[src/rtl/regfile_pkg.sv]
// Shared constants for the register-file writeback arbiter.
package regfile_pkg;

  localparam int AW   = 5;
  localparam int DW   = 32;
  localparam int NREG = 32;

  localparam logic [AW-1:0] REG_ZERO = '0;

  localparam logic REQ_ALU = 1'b0;
  localparam logic REQ_LMU = 1'b1;

endpackage

[src/rtl/regfile_wb_arbiter_rr_arb2.sv]
// Two-input round-robin arbiter; grants are combinational, pointer updates on grant.
// On contention the index that did not win last time is granted, so neither side waits more than one cycle.
module rr_arb2
  import regfile_pkg::*;
(
  input  logic clk,
  input  logic reset,
  input  logic i_valid0,
  input  logic i_valid1,
  output logic o_gnt0,
  output logic o_gnt1,
  output logic o_gnt_idx
);

  logic r_last;
  logic w_gnt0;
  logic w_gnt1;

  assign w_gnt0    = i_valid0 & (~i_valid1 | (r_last == REQ_LMU));
  assign w_gnt1    = i_valid1 & (~i_valid0 | (r_last == REQ_ALU));
  assign o_gnt0    = w_gnt0;
  assign o_gnt1    = w_gnt1;
  assign o_gnt_idx = w_gnt1 ? REQ_LMU : REQ_ALU;

  always_ff @(posedge clk) begin
    if (reset) begin
      r_last <= REQ_LMU;
    end else if (w_gnt0 | w_gnt1) begin
      r_last <= w_gnt1 ? REQ_LMU : REQ_ALU;
    end
  end

endmodule

[src/rtl/regfile_wb_arbiter.sv]
// Shares the register-file write port between ALU and load/mul writeback; 1-cycle registered write stage.
// Readies are the arbiter grants; the write stage never stalls. Busy scoreboard clears on write.
module regfile_wb_arbiter
  import regfile_pkg::*;
#(
  parameter int AW   = regfile_pkg::AW,
  parameter int DW   = regfile_pkg::DW,
  parameter int NREG = regfile_pkg::NREG
) (
  input  logic            clk,
  input  logic            reset,
  input  logic            req0_valid,
  output logic            req0_ready,
  input  logic [AW-1:0]   req0_addr,
  input  logic [DW-1:0]   req0_data,
  input  logic            req1_valid,
  output logic            req1_ready,
  input  logic [AW-1:0]   req1_addr,
  input  logic [DW-1:0]   req1_data,
  input  logic            rsv_valid,
  input  logic [AW-1:0]   rsv_addr,
  input  logic [AW-1:0]   chk_addr1,
  input  logic [AW-1:0]   chk_addr2,
  output logic            chk_busy1,
  output logic            chk_busy2,
  output logic [AW-1:0]   rf_a3,
  output logic [DW-1:0]   rf_wd3,
  output logic            rf_we3,
  output logic [NREG-1:0] busy_vec
);

  localparam logic [NREG-1:0] ONE = {{(NREG-1){1'b0}}, 1'b1};

  logic            w_gnt0;
  logic            w_gnt1;
  logic            w_gnt_idx;
  logic            w_gnt;
  logic [AW-1:0]   w_addr;
  logic [DW-1:0]   w_data;
  logic [NREG-1:0] w_set;
  logic [NREG-1:0] w_clr;

  logic            r_we3;
  logic [AW-1:0]   r_a3;
  logic [DW-1:0]   r_wd3;
  logic [NREG-1:0] r_busy;

  rr_arb2 u_arb (
    .clk       (clk),
    .reset     (reset),
    .i_valid0  (req0_valid),
    .i_valid1  (req1_valid),
    .o_gnt0    (w_gnt0),
    .o_gnt1    (w_gnt1),
    .o_gnt_idx (w_gnt_idx)
  );

  assign req0_ready = w_gnt0;
  assign req1_ready = w_gnt1;
  assign w_gnt      = w_gnt0 | w_gnt1;
  assign w_addr     = (w_gnt_idx == REQ_LMU) ? req1_addr : req0_addr;
  assign w_data     = (w_gnt_idx == REQ_LMU) ? req1_data : req0_data;

  // x0 writes complete the handshake but never reach the register file.
  always_ff @(posedge clk) begin
    if (reset) begin
      r_we3 <= 1'b0;
      r_a3  <= '0;
      r_wd3 <= '0;
    end else if (w_gnt && (w_addr != REG_ZERO)) begin
      r_we3 <= 1'b1;
      r_a3  <= w_addr;
      r_wd3 <= w_data;
    end else begin
      r_we3 <= 1'b0;
    end
  end

  // Set is applied after clear so a fresh reservation survives a same-edge commit.
  assign w_set = (rsv_valid && (rsv_addr != REG_ZERO)) ? (ONE << rsv_addr) : '0;
  assign w_clr = r_we3 ? (ONE << r_a3) : '0;

  always_ff @(posedge clk) begin
    if (reset) begin
      r_busy <= '0;
    end else begin
      r_busy <= (r_busy & ~w_clr) | w_set;
    end
  end

  assign rf_we3    = r_we3;
  assign rf_a3     = r_a3;
  assign rf_wd3    = r_wd3;
  assign busy_vec  = r_busy;
  assign chk_busy1 = r_busy[chk_addr1];
  assign chk_busy2 = r_busy[chk_addr2];

endmodule

[config.mk]
export PLATFORM = sky130hd
export DESIGN_NAME = regfile_wb_arbiter
export DESIGN_NICKNAME = d
export VERILOG_FILES = /design/src/rtl/regfile_pkg.sv /design/src/rtl/regfile_wb_arbiter_rr_arb2.sv /design/src/rtl/regfile_wb_arbiter.sv
export SDC_FILE = /design/constraint.sdc
export NUM_CORES = 1
export LEC_CHECK = 0
export BUFFER_PORTS_ARGS = -buffer_cell sky130_fd_sc_hd__buf_4
export CAP_MARGIN = 40
export CORE_UTILIZATION = 50
export CTS_CLUSTER_DIAMETER = 120
export CTS_CLUSTER_SIZE = 16
export DETAILED_ROUTE_END_ITERATION = 12
export PLACE_DENSITY = 0.86
export SLEW_MARGIN = 20
export SYNTH_ARGS = -nofsm -noshare
export SYNTH_HDL_FRONTEND = slang
export SYNTH_HIERARCHICAL = 1
export SYNTH_SLANG_ARGS = --single-unit
[constraint.sdc]
create_clock -name clk -period 3.48 [get_ports clk]
set_input_delay 0.348 -clock clk [delete_from_list [all_inputs] [get_ports clk]]
set_output_delay 0.348 -clock clk [all_outputs]
set_load 0.03 [all_outputs]
==> metrics, run 1 <==
clock transition at the registers of the reported paths 70 ps; CTS root buf clkbuf_8; Combinational Power Share 0.259; internal power 1444 uW; Worst path max stage delay 530 ps; largest net degree at the start of global routing 72; Die Wd 89.59 um; count leader, synth dfxtp_1; DR vias 3894; Slew HR 0.4429; RSZ-0062 raised after global routing no; post-CTS resize count 0; number of cells on the worst reg-to-reg path 8; Worst Path Class, Setup reg -> out; top post-synthesis cells by area dfxtp_1 37%, mux2i_1 18%, a211oi_2 6.5%; min cycle time layout 2102 ps; Top Metal Used met4; setup_tns 0 ps; hpwl dp 8818 um; Post-Syn Instances 448; Async SR Flop Fraction 0; GP Congestion 0.9147; GRT overflow 0; clock latency at the later pin of the worst-skew pair 340 ps; initial antenna violation count 0; sw frac 0.3108; WL per Instance 16.14 um; synthesized area per cell 8.563 um^2; Critical R2R Capture rf_a3[2]$_SDFFE_PP0P_; footprint of the multi-input gates 2266 um^2; RR Startpoint u_arb/r_last$_SDFFE_PP1P_; Final setup viols 0; post-synthesis sequential area ratio 0.3705; warnings from Yosys 6; Antenna Nets Post-Route 0; Worst setup EP type output pin; I/O pin total 168; CP Launch Point u_arb/r_last$_SDFFE_PP1P_; vias in the first global route 3643; Sink Count 71; Die H 89.59 um; Critical Path AT 1750 ps; fin crit share 0.6041; IO Port Bufs 167; number of synthesized register bits 71; CTS tree done; Max Root-Sink Buffers 2; placed cell areas 5091 um^2; clock skew 8.000 ps; Peak VDD IR 0.2486 mV; final worst slack 1378 ps; wire length on met2 5495 um; worst hold margin 318.5 ps; met1 WL 4726 um; GRT Total Usage 0.2859; DRT Pass-1 Iters 4; Worst Setup EP req1_ready; max_cap viols 0; Synth top cells by count 71 x dfxtp_1, 68 x mux2i_1, 48 x nand2_1, 48 x nor2_1, 41 x a21oi_1; final hold violations 0; Post-Syn Area 3836 um^2; number of diodes 0; CP max-delay cell buf_4; clock buffer count from CTS 9; DR iter-0 viols 248; synthesis-to-layout area growth 37.67%; dominant cell type by area after synthesis dfxtp_1; Synth Flop Type dfxtp_1; Post-Place Cells 686; status complete, no violations; Clk pwr share 0.306; Initial Utilization 0.5233; crit start category flop; Die ar. 8026 um^2; Switching Power 651.4 uW; htree depth 3; Filler Cells Inserted 568; CP Cell Sequence nand2_1, and2_2, buf_4, buf_4; fin. max-slew vios 0; routed wl met3 918 um; cts hold-fix bufs 0; vias per cell 5.547; Register Area 1421 um^2; Core Box Area 7331 um^2; Fmax 475.7 MHz; worst slack, placed 1515 ps; Final #Nets 692; Register-to-Register Setup Slack 1610 ps; Crit path top cell by count buf_4; share of layout cells above drive strength 1 0.3483; P per Cell Area 396.8 nW/um^2; Yosys top cell area share 0.3705; routed wire length 11330 um; Worst-Margin Slew 835.7 ps; hold crit path type in -> reg; Reg power frac 0.434; first-pass GRT wire length 17230 um; Synth cell types 36; Post-route DRC 0; number of synthesized flops with an enable pin 0; # rows 31; Post-Layout Inst Area 5281 um^2; required time worst endpoint 3130 ps; CP max FO 37; Static Leak 0.002310 uW; post-CTS setup buffer count 0; fin cells 702; Synth Net Count 542
[worst min-delay path by stage]
stage,startpoint,end,cells after the start
2_1_floorplan,reset,u_arb/r_last$_SDFFE_PP1P_,1
3_3_place_gp,u_arb/r_last$_SDFFE_PP1P_,u_arb/r_last$_SDFFE_PP1P_,2
3_5_place_dp,rf_wd3[20]$_SDFFE_PP0P_,rf_wd3[20]$_SDFFE_PP0P_,2
4_1_cts,req1_valid,u_arb/r_last$_SDFFE_PP1P_,3
5_1_grt,rsv_addr[2],busy_vec[7]$_SDFF_PP0_,3
6_report,req1_valid,u_arb/r_last$_SDFFE_PP1P_,3
[state kept, by name, summed over array words and instances (netlist names)]
| signal | flops |
|---|---|
| u_arb/r_last | 1 |
| rf_we3 | 1 |
| rf_a3 | 5 |
| busy_vec | 32 |
| rf_wd3 | 32 |
[layer usage]
layer  up-vias  GRT usage
li1       1912          -
met1      1773     0.3493
met2       191     0.4876
met3        18    0.06399
met4         0     0.1169
met5         -          0
[power by group through the flow]
stage               Sequential [uW]  Clock [uW]  Combinational, uW
floorplan                      1010           0                245
CTS                             909         653                543
detailed placement              926           0                542
finish                          910         642                544
global route                    917         692                581
global placement                925           0                528
[critical path, delay by kind of cell (launching register included)]
family | cells | cell delay (ps)
buf+inv | 2 | 800
flops | 1 | 320
simple gates | 2 | 300
[per-stage QoR]
| step | total power [uW] | util |
|---|---|---|
| 6_report | 2096 | 0.7204 |
| 5_1_grt | 2191 | 0.7204 |
| 4_1_cts | 2106 | 0.7204 |
| 3_5_place_dp | 1468 | 0.6945 |
| 3_3_place_gp | 1454 | 0.6945 |
| 2_1_floorplan | 1252 | - |
[cells by family after synthesis]
kind of cell	Yosys count	share of synthesized area
AND/OR/NAND/NOR	152	0.1846
AO/OA/AOI/OAI	124	0.2234
flip-flops	71	0.3705
multiplexers	69	0.1804
buffers and inverters	32	0.04109
[cell type report]
class	instances	share of cell area
Multi-Input combinational cell	345	0.4290
Sequential cell	71	0.2691
Timing Repair Buffer	170	0.2416
Clock buffer	12	0.02748
Tap cell	99	0.02345
Clock inverter	4	0.008529
Inverter	1	0.0007107
[cell usage in the layout (no fill, tap or decap), drive strengths merged, types with 3 or more instances in the layout]
| master | n |
|---|---|
| a211oi | 36 |
| a21oi | 41 |
| a22oi | 8 |
| and2 | 7 |
| buf | 170 |
| clkbuf | 12 |
| clkinv | 3 |
| dfxtp | 71 |
| mux2i | 68 |
| nand2 | 48 |
| nand2b | 10 |
| nand3 | 12 |
| nor2 | 48 |
| nor2b | 12 |
| o21ai | 31 |
| o31ai | 3 |
| or2 | 3 |
No activity file was read; power rests on OpenSTA's default activity.
==> inputs of run 2 (changes only) <==
Settings changed: CORE_UTILIZATION 50 to 43, PLACE_DENSITY 0.86 to 0.79.
Clock period 3.48 ns to 1.9 ns, I/O delays scaled along.
==> run 2 against run 1 <==
Compared with the run above: clock-buffer cell count decreased by 2; register-to-register slack got worse by 1500 ps; critical endpoint is now chk_busy1; via count increased by 2.2%; power increased by 92%; setup slack got worse by 1300 ps.
==> metrics, run 2 (synthesized netlist as in run 1, its figures left out) <==
Sink Count 71 (unchanged); WL per Instance 16.30 um (was 16.14 um); initial antenna violation count 0 (unchanged); GP Congestion 0.8640 (was 0.9147); I/O pin total 168 (unchanged); hold crit path type in -> reg (unchanged); clock skew 8.735 ps (was 8.000 ps); min cycle time layout 1822 ps; number of cells on the worst reg-to-reg path 8 (unchanged); DR iter-0 viols 240 (was 248); vias in the first global route 3738 (was 3643); most frequent cells in the layout 174 x buf_4, 68 x mux2i_1, 62 x dfxtp_1 (was 170 x buf_4, 71 x dfxtp_1, 68 x mux2i_1); Worst path max stage delay 350 ps (was 530 ps); most common cell after layout, fill and taps aside buf_4 (unchanged); post-layout util 0.6280 (was 0.7204); Critical Path AT 1630 ps (was 1750 ps); # rows 34 (was 31); Switching Power 1242 uW (was 651.4 uW); Max Root-Sink Buffers 2 (unchanged); Critical R2R Capture rf_wd3[11]$_SDFFE_PP0P_ (was rf_a3[2]$_SDFFE_PP0P_); Post-route DRC 0 (unchanged); DR vias 3981 (was 3894); vias per cell 5.537 (was 5.547); clock buffer count from CTS 9 (unchanged); Power, Total 4017 uW (was 2096 uW); max_cap viols 0 (unchanged); CTS root buf clkbuf_8 (unchanged); worst hold margin 129.1 ps (was 318.5 ps); GRT overflow 0 (unchanged); Final #Nets 700 (was 692); required time worst endpoint 1710 ps (was 3130 ps); fin crit share 0.9592; Die Wd 96.45 um (was 89.59 um); delay-heaviest family, CP compound AO/OA/AOI/OAI gates (was buffers and inverters); synthesis-to-layout area growth 42.07% (was 37.67%); Slew HR 0.6578 (was 0.4429); fin. max-slew vios 0 (unchanged); GRT Total Usage 0.2510 (was 0.2859); Combinational Power Share 0.258 (was 0.259); largest net degree at the start of global routing 47 (was 72); CP max FO 4 (was 37); sw frac 0.3091 (was 0.3108); Worst setup EP type output pin (unchanged); final hold violations 0 (unchanged); P per Cell Area 737.0 nW/um^2 (was 396.8 nW/um^2); Fmax 548.7 MHz; Final setup viols 0 (unchanged); Hold Crit Depth 3 (unchanged); CP Buf/Inv Count 1 (was 2); DRT Pass-1 Iters 5 (was 4); Reg power frac 0.415 (was 0.434); internal power 2775 uW (was 1444 uW); Die ar. 9303 um^2 (was 8026 um^2); Antenna Nets Post-Route 0 (unchanged); htree depth 3 (unchanged); Hold Startpoint req1_valid (unchanged); Worst-Margin Slew 508.5 ps (was 835.7 ps); worst slack, placed 52.74 ps (was 1515 ps); CTS tree done (unchanged); first-pass GRT wire length 17820 um (was 17230 um); CP Cell Sequence mux2i_1, a22oi_1, nand3_1, nand2_1, a311o_1, buf_4 (was nand2_1, and2_2, buf_4, buf_4); number of diodes 0 (unchanged); Initial Utilization 0.4420 (was 0.5233); Clk pwr share 0.327 (was 0.306); final worst slack 77.59 ps (was 1378 ps); RR Startpoint u_arb/r_last$_SDFFE_PP1P_ (unchanged); Worst Path Class, Setup reg -> out (unchanged); Static Leak 0.002380 uW (was 0.002310 uW); clock transition at the registers of the reported paths 80 ps (was 70 ps); crit start category flop (unchanged); Peak VDD IR 0.5037 mV (was 0.2486 mV); Register-to-Register Setup Slack 160 ps (was 1610 ps); routed wire length 11720 um (was 11330 um); CP max-delay cell dfxtp_2 (was buf_4); Hold Path End u_arb/r_last$_SDFFE_PP1P_ (unchanged); hpwl dp 9016 um (was 8818 um); Die H 96.45 um (was 89.59 um); cts hold-fix bufs 0 (unchanged); Core Box Area 8678 um^2 (was 7331 um^2); clock latency at the later pin of the worst-skew pair 350 ps (was 340 ps); IO Port Bufs 167 (unchanged); status complete, no violations (unchanged); share of layout cells above drive strength 1 0.3748 (was 0.3483)
## run 2: power groups by stage
stage / Clock (uW) / Combinational, uW / Sequential, uW
floorplan: 0 / 453 / 1840
global placement: 0 / 987 / 1690
detailed placement: 0 / 1010 / 1700
CTS: 1320 / 1020 / 1670
global route: 1400 / 1110 / 1680
finish: 1310 / 1040 / 1670
## run 2: layer usage
layer | GRT usage | part of all wire
met4 | 0.1029 | 0.022
met3 | 0.06964 | 0.078
met5 | 0 | 0
met2 | 0.4366 | 0.49
met1 | 0.2887 | 0.41
## run 2: worst max-delay path by stage
stage / start / end / cells after the start
floorplan: u_arb/r_last$_SDFFE_PP1P_ / rf_wd3[13]$_SDFFE_PP0P_ / 11
global route: busy_vec[11]$_SDFF_PP0_ / chk_busy1 / 6
CTS: u_arb/r_last$_SDFFE_PP1P_ / rf_wd3[26]$_SDFFE_PP0P_ / 8
detailed placement: u_arb/r_last$_SDFFE_PP1P_ / rf_wd3[6]$_SDFFE_PP0P_ / 8
finish: busy_vec[11]$_SDFF_PP0_ / chk_busy1 / 6
global placement: u_arb/r_last$_SDFFE_PP1P_ / rf_wd3[20]$_SDFFE_PP0P_ / 8
## run 2: per-stage QoR
step                      setup TNS, ps  std cells  cell area, um^2
after floorplan                       0        448             3845
after global placement                0        701             5172
after detailed placement              0        701             5172
after CTS                             0        717             5385
after global routing             -1.142        719             5450
final                                 0        719             5450
## run 2: timing repair
action	in CTS	in global routing
buffers inserted	0	1
setup endpoints to repair	0	32
resized for setup	0	14
## run 2: final cells by class
type	instances	area, um^2
clock buffer	10	127.6
fill	743	3228
timing repair buffer	178	1391
multi-input combinational	345	2272
tap	108	135.1
inverter	1	3.754
sequential	71	1435
clock inverter	6	85.08
## run 2: tightest hold or removal path, delay by kind of cell
kind / cells / cell delay (ps)
AOI/OAI and AO/OA: 1 / 100
and+or+nand+nor: 1 / 80
buffers and inverters: 1 / 90
